--- src/rtl/colorizer_pkg.sv ---
`default_nettype none
// +--------------------------------------------------------------------+
// | colorizer_pkg: colour constants and default world palette          |
// | Rev 1.0                                                            |
// +--------------------------------------------------------------------+
package colorizer_pkg;

  // Colours are built 64 bits wide; callers size-cast to their COLOR_W.
  function automatic logic [63:0] ones_w(input int cw);
    logic [63:0] all1;
    all1 = '1;
    return (cw <= 0) ? 64'd0 : (all1 >> (64 - cw));
  endfunction

  function automatic logic [63:0] black(input int cw);
    return ones_w(cw) & 64'd0;
  endfunction

  function automatic logic [63:0] white(input int cw);
    return ones_w(cw);
  endfunction

  function automatic logic [63:0] red(input int cw);
    return ones_w(cw / 3) << (2 * (cw / 3));
  endfunction

  function automatic logic [63:0] green(input int cw);
    return ones_w(cw / 3) << (cw / 3);
  endfunction

  function automatic logic [63:0] pal_default(input int idx, input int cw);
    case (idx)
      0:       return white(cw);
      1:       return black(cw);
      2:       return red(cw);
      3:       return green(cw);
      default: return black(cw);
    endcase
  endfunction

endpackage
`default_nettype wire

--- src/rtl/colorizer_layered_blink_timer.sv ---
`default_nettype none
// +--------------------------------------------------------------------+
// | blink_timer: toggles blink_phase every BLINK_FRAMES frame ticks     |
// | Rev 1.0                                                            |
// +--------------------------------------------------------------------+
module blink_timer #(
  parameter int BLINK_FRAMES = 16
) (
  input  logic clk,
  input  logic reset_n,
  input  logic frame_tick,
  output logic blink_phase
);

  localparam int CNT_W = (BLINK_FRAMES > 1) ? $clog2(BLINK_FRAMES) : 1;
  localparam logic [CNT_W-1:0] CNT_LAST = CNT_W'(BLINK_FRAMES - 1);

  logic [CNT_W-1:0] cnt_q, cnt_d;
  logic             phase_q, phase_d;

  always_comb begin
    cnt_d   = cnt_q;
    phase_d = phase_q;
    if (frame_tick) begin
      if (cnt_q == CNT_LAST) begin
        cnt_d   = '0;
        phase_d = ~phase_q;
      end else begin
        cnt_d = cnt_q + 1'b1;
      end
    end
  end

  always_ff @(posedge clk or negedge reset_n) begin
    if (!reset_n) begin
      cnt_q   <= '0;
      phase_q <= 1'b1;
    end else begin
      cnt_q   <= cnt_d;
      phase_q <= phase_d;
    end
  end

  assign blink_phase = phase_q;

endmodule
`default_nettype wire

--- src/rtl/colorizer_layered.sv ---
`default_nettype none
// +--------------------------------------------------------------------+
// | colorizer_layered: N-layer icon overlay on a palette-mapped world   |
// | Rev 1.0                                                            |
// +--------------------------------------------------------------------+
module colorizer_layered
  import colorizer_pkg::*;
#(
  parameter int COLOR_W      = 12,
  parameter int WORLD_W      = 2,
  parameter int NUM_LAYERS   = 2,
  parameter int BLINK_FRAMES = 16
) (
  input  logic                          clk,
  input  logic                          reset_n,
  input  logic                          video_on,
  input  logic [WORLD_W-1:0]            world,
  input  logic [NUM_LAYERS*COLOR_W-1:0] icons,
  input  logic [NUM_LAYERS-1:0]         blink_en,
  input  logic                          frame_tick,
  input  logic                          pal_we,
  input  logic [WORLD_W-1:0]            pal_addr,
  input  logic [COLOR_W-1:0]            pal_wdata,
  output logic [COLOR_W-1:0]            pal_rdata,
  output logic                          blink_phase,
  output logic [COLOR_W-1:0]            draw_icon
);

  localparam int PAL_DEPTH = 1 << WORLD_W;

  logic [COLOR_W-1:0]            palette_q [PAL_DEPTH];
  logic [COLOR_W-1:0]            palette_d [PAL_DEPTH];
  logic [COLOR_W-1:0]            pal_rdata_q, pal_rdata_d;
  logic                          video_on_s1_q, video_on_s1_d;
  logic [NUM_LAYERS*COLOR_W-1:0] icons_s1_q, icons_s1_d;
  logic [COLOR_W-1:0]            world_col_s1_q, world_col_s1_d;
  logic [NUM_LAYERS-1:0]         vis_s1_q, vis_s1_d;
  logic [COLOR_W-1:0]            draw_icon_q, draw_icon_d;
  logic [COLOR_W-1:0]            layer_col [NUM_LAYERS];

  blink_timer #(
    .BLINK_FRAMES (BLINK_FRAMES)
  ) u_blink_timer (
    .clk         (clk),
    .reset_n     (reset_n),
    .frame_tick  (frame_tick),
    .blink_phase (blink_phase)
  );

  // World lookup reads palette_q, so a same-edge write is not bypassed.
  always_comb begin
    palette_d = palette_q;
    if (pal_we) palette_d[pal_addr] = pal_wdata;
    pal_rdata_d    = palette_q[pal_addr];
    video_on_s1_d  = video_on;
    icons_s1_d     = icons;
    world_col_s1_d = palette_q[world];
    for (int k = 0; k < NUM_LAYERS; k++) begin
      vis_s1_d[k] = (|icons[k*COLOR_W +: COLOR_W]) & (~blink_en[k] | blink_phase);
    end
  end

  for (genvar k = 0; k < NUM_LAYERS; k++) begin : g_layer
    assign layer_col[k] = icons_s1_q[k*COLOR_W +: COLOR_W];
  end

  // Walk from the bottom layer up so the lowest visible index wins.
  always_comb begin
    draw_icon_d = world_col_s1_q;
    for (int k = NUM_LAYERS - 1; k >= 0; k--) begin
      if (vis_s1_q[k]) draw_icon_d = layer_col[k];
    end
    if (!video_on_s1_q) draw_icon_d = '0;
  end

  always_ff @(posedge clk or negedge reset_n) begin
    if (!reset_n) begin
      for (int i = 0; i < PAL_DEPTH; i++) begin
        palette_q[i] <= COLOR_W'(pal_default(i, COLOR_W));
      end
      pal_rdata_q    <= '0;
      video_on_s1_q  <= 1'b0;
      icons_s1_q     <= '0;
      world_col_s1_q <= '0;
      vis_s1_q       <= '0;
      draw_icon_q    <= '0;
    end else begin
      palette_q      <= palette_d;
      pal_rdata_q    <= pal_rdata_d;
      video_on_s1_q  <= video_on_s1_d;
      icons_s1_q     <= icons_s1_d;
      world_col_s1_q <= world_col_s1_d;
      vis_s1_q       <= vis_s1_d;
      draw_icon_q    <= draw_icon_d;
    end
  end

  assign pal_rdata = pal_rdata_q;
  assign draw_icon = draw_icon_q;

endmodule
`default_nettype wire

--- config.mk ---
export PLATFORM = sky130hd
export DESIGN_NAME = colorizer_layered
export DESIGN_NICKNAME = d
export VERILOG_FILES = /design/src/rtl/colorizer_pkg.sv /design/src/rtl/colorizer_layered_blink_timer.sv /design/src/rtl/colorizer_layered.sv
export SDC_FILE = /design/constraint.sdc
export NUM_CORES = 1
export LEC_CHECK = 0
export ABC_AREA = 1
export BUFFER_PORTS_ARGS = -buffer_cell sky130_fd_sc_hd__buf_2
export CORE_UTILIZATION = 40
export CTS_BUF_LIST = sky130_fd_sc_hd__clkbuf_2 sky130_fd_sc_hd__clkbuf_4 sky130_fd_sc_hd__clkbuf_8
export CTS_CLUSTER_DIAMETER = 120
export DETAILED_ROUTE_END_ITERATION = 8
export PLACE_DENSITY = 0.71
export SLEW_MARGIN = 20
export SYNTH_ARGS = -nofsm -noshare
export SYNTH_HDL_FRONTEND = slang
export SYNTH_SLANG_ARGS = --single-unit
--- constraint.sdc ---
create_clock -name clk -period 1.91 [get_ports clk]
set_clock_uncertainty 0.2 [all_clocks]
set_input_delay 0.382 -clock clk [delete_from_list [all_inputs] [get_ports clk]]
set_output_delay 0.382 -clock clk [all_outputs]
set_load 0.02 [all_outputs]
==> results of run 1 <==
layout make-up:
class                   count  area, sq um  area share (%)
multi-input cells         312         1530            25.5
clock inverters            11          180            3.00
clock buffers              21          277            4.61
repair buffers            104          683            11.4
inverters                  60          225            3.75
well taps                 143          179            2.98
flip-flops and latches    116         2930            48.8
cell families after synthesis:
family | share of synthesized area, %
AND/OR/NAND/NOR | 16.2
adder cells (fa/ha/maj) | 0.259
XOR/XNOR | 0.181
AO/OA/AOI/OAI | 15.0
flip-flops | 60.5
buffers and inverters | 7.86
power by group:
group	internal, mW	leakage (nW)	switching, mW
Combinational	0.413	1.38	0.644
Sequential	2.89	1.38	0.275
Clock	1.64	0.240	0.922
Total	4.94	3.00	1.84
worst paths after layout:
path	startpoint	to	slack, ps	cells after the start
min reg2reg	palette_q[45]	palette_q[45]	290	2
min	blink_en[0]	vis_s1_q[0]	30	4
max reg2reg	vis_s1_q[1]	draw_icon[10]	510	3
max in group asynchronous	reset_n	u_blink_timer.blink_phase	630	3
min in group asynchronous	reset_n	palette_q[24]	160	2
max	u_blink_timer.blink_phase	blink_phase	170	1
through the flow:
step                instance area (sq um)  instances  setup WS, ps  util (%)  power [mW]
floorplan                            4840        511           704         -        3.82
global placement                     5290        709           389      45.5        4.15
detailed placement                   5290        709           355      45.5        4.21
CTS                                  6000        767           145      51.7        6.83
global route                         6000        767           121      51.7        7.13
finish                               6000        767           169      51.7        6.78
state kept, by name, summed over array words and instances, names as in the netlist:
name and flops:
draw_icon 12, icons_s1_q 24, pal_rdata 12, palette_q 48
u_blink_timer.blink_phase 1, u_blink_timer.cnt_q 4, video_on_s1_q 1, vis_s1_q 2
world_col_s1_q 12
layout by cell type (no fill, tap or decap), drive strengths merged:
cell,synthesis,routed
a21oi,14,14
dlygate4sd3,0,26
nor3b,1,1
clkbuf,8,21
bufinv,0,5
nand4,12,12
xor2,1,1
o22ai,12,12
dfrtp,95,95
dfstp,21,21
nor3,1,1
clkinv,0,6
nand3,1,1
o21ai,98,98
nor2,45,45
ha,1,1
nand2,124,124
inv,60,60
and2,2,2
buf,15,78
routing by layer:
layer / wire length [microns] / up-vias / track usage (%) / share of wire (%)
li1: - / 1845 / - / -
met4: 167 / 0 / 8.09 / 1.5
met2: 5520 / 152 / 32.4 / 50
met1: 4780 / 1784 / 22.7 / 43
met3: 663 / 23 / 5.44 / 6.0
met5: 0 / - / 0 / 0
repair_timing:
action,4_1_cts,5_1_grt
hold buffers,26,0
setup endpoints to repair,0,0
hold endpoints to repair,87,0
==> metrics.txt, run 1 <==
status finished with violations; failing checks design-rule violations; CP max stage delay 570 ps; H-tree levels 4; Max-slew headroom 58.3%; per-cell routed wire length 14.5 microns; Ys Warns 0; peak supply drop 0.530 mV; critical-path maximum fanout 4; Mapped Area 4840 sq um; Synth top cells by count nand2_1 (120), dfrtp_1 (95), inv_1 (57); Synth Register Bits 116; fraction of layout cells with a size suffix above 1 26.4%; unrepaired setup endpoints after global routing false; Setup-failing EPs final 0; Worst path top cell family by delay flip-flops; HP Class input pin to flop; kind of critical path flop to output pin; Starting Density 41.7%; prevailing post-synth register cell dfrtp_1; routed vias/inst 4.96; Tightest Pin Transition 626 ps; largest net degree at the start of global routing 68; startpoint types flop; Syn-to-layout area delta 24.0%; Worst Path Required 1330 ps; Die Area 12500 sq um; CP endpoint kind output pin; die extent in y 112 microns; CP max-delay cell dfstp_2; n_diodes 0; synthesized area per cell 9.47 sq um; Routed Antenna Nets 0; setup TNS 0 ps; GP Congestion 0.799; vias after detailed routing 3804; Unique masters post-synth 25; DRC Markers 11; nets 659; Post-synth EDFFs 0; Die Wd 112 microns; root buffer cell clkbuf_8; total of max-cap violations 0; Yosys top cell area share 49.1%; clk_lat worst skew 430 ps; CTS tree done; Final min period 1740 ps; fin crit share 91.1%; first-pass GRT wire length 18300 microns; asr flop ratio synth 100%; worst hold slack 34.0 ps; First DRT Iteration DRCs 273; DRT Wirelength 11100 microns; Syn Nets 559; clock buffer depth 2; WP data arrival 1160 ps; CORE AREA 11600 sq um; Post-CTS Setup Bufs 0; PwrDens 1130 nW/um^2; HPWL Detailed 7360 microns; number of port buffers 71; sequential fraction of the synthesis area 60.5%; DRT Pass-1 Iters 7; gr usage total 19.1%; fill count 1047; CTS clk-pin slew, worst paths 60 ps; io pins 72; most common cell in the netlist nand2_1; synth top area cells dfrtp_1 (49%), dfstp_2 (11%), nand2_1 (9.3%); Buf/Inv on CP 1; initial antenna violation count 0; post-CTS resize count 0; crit-path cells buf_2; Yosys top cell by area dfrtp_1; grt ovf 0; Fin. Hold Viols 0; CTS Sinks 116; row cnt 39; Max Clk Rate 575 MHz; Syn Inst Count 511; pins over their slew limit 0; vias in the first global route 3867; CTS Buf Count 17; Leak 3.00 nW
No activity file was read; power rests on OpenSTA's default activity.
==> run 2: changes to the inputs <==
--- a/config.mk
+++ b/config.mk
@@ -8,7 +8,6 @@
 export ABC_AREA = 1
 export BUFFER_PORTS_ARGS = -buffer_cell sky130_fd_sc_hd__buf_2
 export CORE_UTILIZATION = 40
-export CTS_BUF_LIST = sky130_fd_sc_hd__clkbuf_2 sky130_fd_sc_hd__clkbuf_4 sky130_fd_sc_hd__clkbuf_8
 export CTS_CLUSTER_DIAMETER = 120
 export DETAILED_ROUTE_END_ITERATION = 8
 export PLACE_DENSITY = 0.71
==> constraint.sdc (replaced) <==
create_clock -name clk -period 1.91 [get_ports clk]
set_clock_uncertainty 0.2 [all_clocks]
set_input_delay 0.0955 -clock clk [delete_from_list [all_inputs] [get_ports clk]]
set_output_delay 0.0955 -clock clk [all_outputs]
set_load 0.02 [all_outputs]
==> run 2 against run 1 <==
Net effect: design area up 4.8%; the flow still finishes with violations (design-rule violations); largest cell class unchanged; via count up 2.9%; critical path depth up 4; clock power up 14%; register-to-register slack worse by 30 ps; critical endpoint is now world_col_s1_q[4]; routed wire length up 0.68%.
==> metrics.txt, run 2 (synthesis results as in run 1) <==
vias in the first global route 3963 (was 3867); number of port buffers 71 (unchanged); root buffer cell clkbuf_16 (was clkbuf_8); Buf/Inv on CP 3 (was 1); row cnt 39 (unchanged); Sw Pwr 1.91 mW (was 1.84 mW); commonest non-fill, non-tap cell in the layout nand2_1 (unchanged); Worst path top cell family by delay buffers and inverters (was flip-flops); status finished with violations (unchanged); fin crit share 79.8% (was 91.1%); Post-CTS Setup Bufs 0 (unchanged); Syn-to-layout area delta 30.0% (was 24.0%); fill count 988 (was 1047); nets 679 (was 659); critical-path maximum fanout 13 (was 4); Max-slew headroom 63.3% (was 58.3%); WP data arrival 1610 ps (was 1160 ps); largest net degree at the start of global routing 41 (was 68); DRC Markers 11 (unchanged); max reg flops 48 (unchanged); Fin. Hold Viols 0 (unchanged); placed insts 712 (was 709); CP max-delay cell dlygate4sd3_1 (was dfstp_2); First DRT Iteration DRCs 285 (was 273); PwrDens 1140 nW/um^2 (was 1130 nW/um^2); vias after detailed routing 3916 (was 3804); CTS clk-pin slew, worst paths 50 ps (was 60 ps); CTS tree done (unchanged); CTS Buf Count 17 (unchanged); final core area utilization 54.2% (was 51.7%); crit-path cells dlygate4sd3_1, buf_2, inv_1, o21ai_0, o22ai_1 (was buf_2); worst hold slack 4.87 ps (was 34.0 ps); HPWL Detailed 7150 microns (was 7360 microns); clock power share 40.6% (was 37.8%); number of stages on the worst setup path 5 (was 1); per-cell routed wire length 14.2 microns (was 14.5 microns); initial antenna violation count 0 (unchanged); first-pass GRT wire length 18700 microns (was 18300 microns); CORE AREA 11600 sq um (unchanged); pins over their slew limit 0 (unchanged); kind of critical path input pin to flop (was flop to output pin); CP endpoint kind flop (was output pin); largest registers palette_q (48), icons_s1_q (24) (unchanged); GP Congestion 0.774 (was 0.799); CTS hold repair buffers 43 (was 26); Logic pwr share 15.7% (was 15.6%); n_diodes 0 (unchanged); total of max-cap violations 0 (unchanged); fin cells 787 (was 767); Reg with most FFs palette_q (unchanged); Max Clk Rate 656 MHz (was 575 MHz); Internal Pwr Total 5.25 mW (was 4.94 mW); Final min period 1520 ps (was 1740 ps); failing checks design-rule violations (unchanged); peak supply drop 0.657 mV (was 0.530 mV); Leak 3.12 nW (was 3.00 nW); Die Area 12500 sq um (unchanged); fraction of layout cells with a size suffix above 1 25.0% (was 26.4%); die extent in y 112 microns (unchanged); startpoint types input pin (was flop); grt ovf 0 (unchanged); DRT Wirelength 11200 microns (was 11100 microns); CP max stage delay 520 ps (was 570 ps); most frequent cells in the layout nand2_1 (120), dfrtp_1 (95), buf_2 (70) (unchanged); fraction of power consumed by sequential logic 43.7% (was 46.6%); Reg2Reg Depth 3 (unchanged); HP Class input pin to asynchronous set/reset pin (was input pin to flop); CTS Sinks 116 (unchanged); Setup-failing EPs final 0 (unchanged); clk_lat worst skew 410 ps (was 430 ps); DRT Pass-1 Iters 7 (unchanged); Net Sw Frac 26.7% (was 27.2%); clock buffer depth 2 (unchanged); post-CTS resize count 0 (unchanged); final worst slack 386 ps (was 169 ps); H-tree levels 4 (unchanged); Starting Density 41.7% (unchanged); routed vias/inst 4.98 (was 4.96); Worst Path Required 2000 ps (was 1330 ps); setup TNS 0 ps (unchanged); Routed Antenna Nets 0 (unchanged); Worst Setup Slack post-DPL 471 ps (was 355 ps); Die Wd 112 microns (unchanged); gr usage total 19.5% (was 19.1%); unrepaired setup endpoints after global routing false (unchanged); io pins 72 (unchanged); Tightest Pin Transition 550 ps (was 626 ps)
==> run 2: cell types whose count changed in the layout (fill, tap and decap cells not counted), sizes merged <==
cell and change:
dlygate4sd3 +17, bufinv -4, buf +3, clkinv -3, clkbuf +7
==> run 2: power by group through the flow <==
stage          combinational (mW)  clock, mW  sequential [mW]
3_3_place_gp                 1.02          0             3.14
4_1_cts                      1.13       2.96             3.13
3_5_place_dp                 1.06          0             3.16
5_1_grt                      1.28       3.09             3.18
6_report                     1.13       2.91             3.13
2_1_floorplan               0.596          0             3.22
==> run 2: per-stage QoR <==
step,instance area [sq um],power (mW)
detailed placement,5310,4.22
global placement,5310,4.16
floorplan,4840,3.82
finish,6290,7.17
CTS,6290,7.22
global route,6290,7.54
==> run 2: worst paths after layout <==
check	start	to	slack, ps
max	world[1]	world_col_s1_q[4]	390
min	reset_n	palette_q[11]	5
max reg2reg	vis_s1_q[1]	draw_icon[0]	480
min reg2reg	palette_q[47]	palette_q[47]	280
max in group asynchronous	reset_n	u_blink_timer.blink_phase	840
min in group clk	world[0]	world_col_s1_q[8]	50
==> run 2: worst register-to-register path, stage by stage, from the launching register on <==
cell and delay (ps):
dfrtp_1 680, o21ai_0 200, o21ai_0 180, inv_1 50
==> run 2: layout make-up <==
type | count | area (sq um) | area share [%]
clock inverter | 4 | 45.0 | 0.716
multi-input combinational | 312 | 1530 | 24.3
clock buffer | 28 | 507 | 8.06
sequential | 116 | 2930 | 46.6
tap | 143 | 179 | 2.84
timing repair buffer | 124 | 876 | 13.9
inverter | 60 | 225 | 3.58
==> run 2: per-layer routing <==
layer / up-vias / GRT usage (%) / part of all wire, %
met5: - / 0 / 0
met4: 0 / 10.7 / 1.6
met3: 19 / 5.61 / 5.9
met2: 137 / 32.2 / 49
met1: 1877 / 23.1 / 43
li1: 1883 / - / -
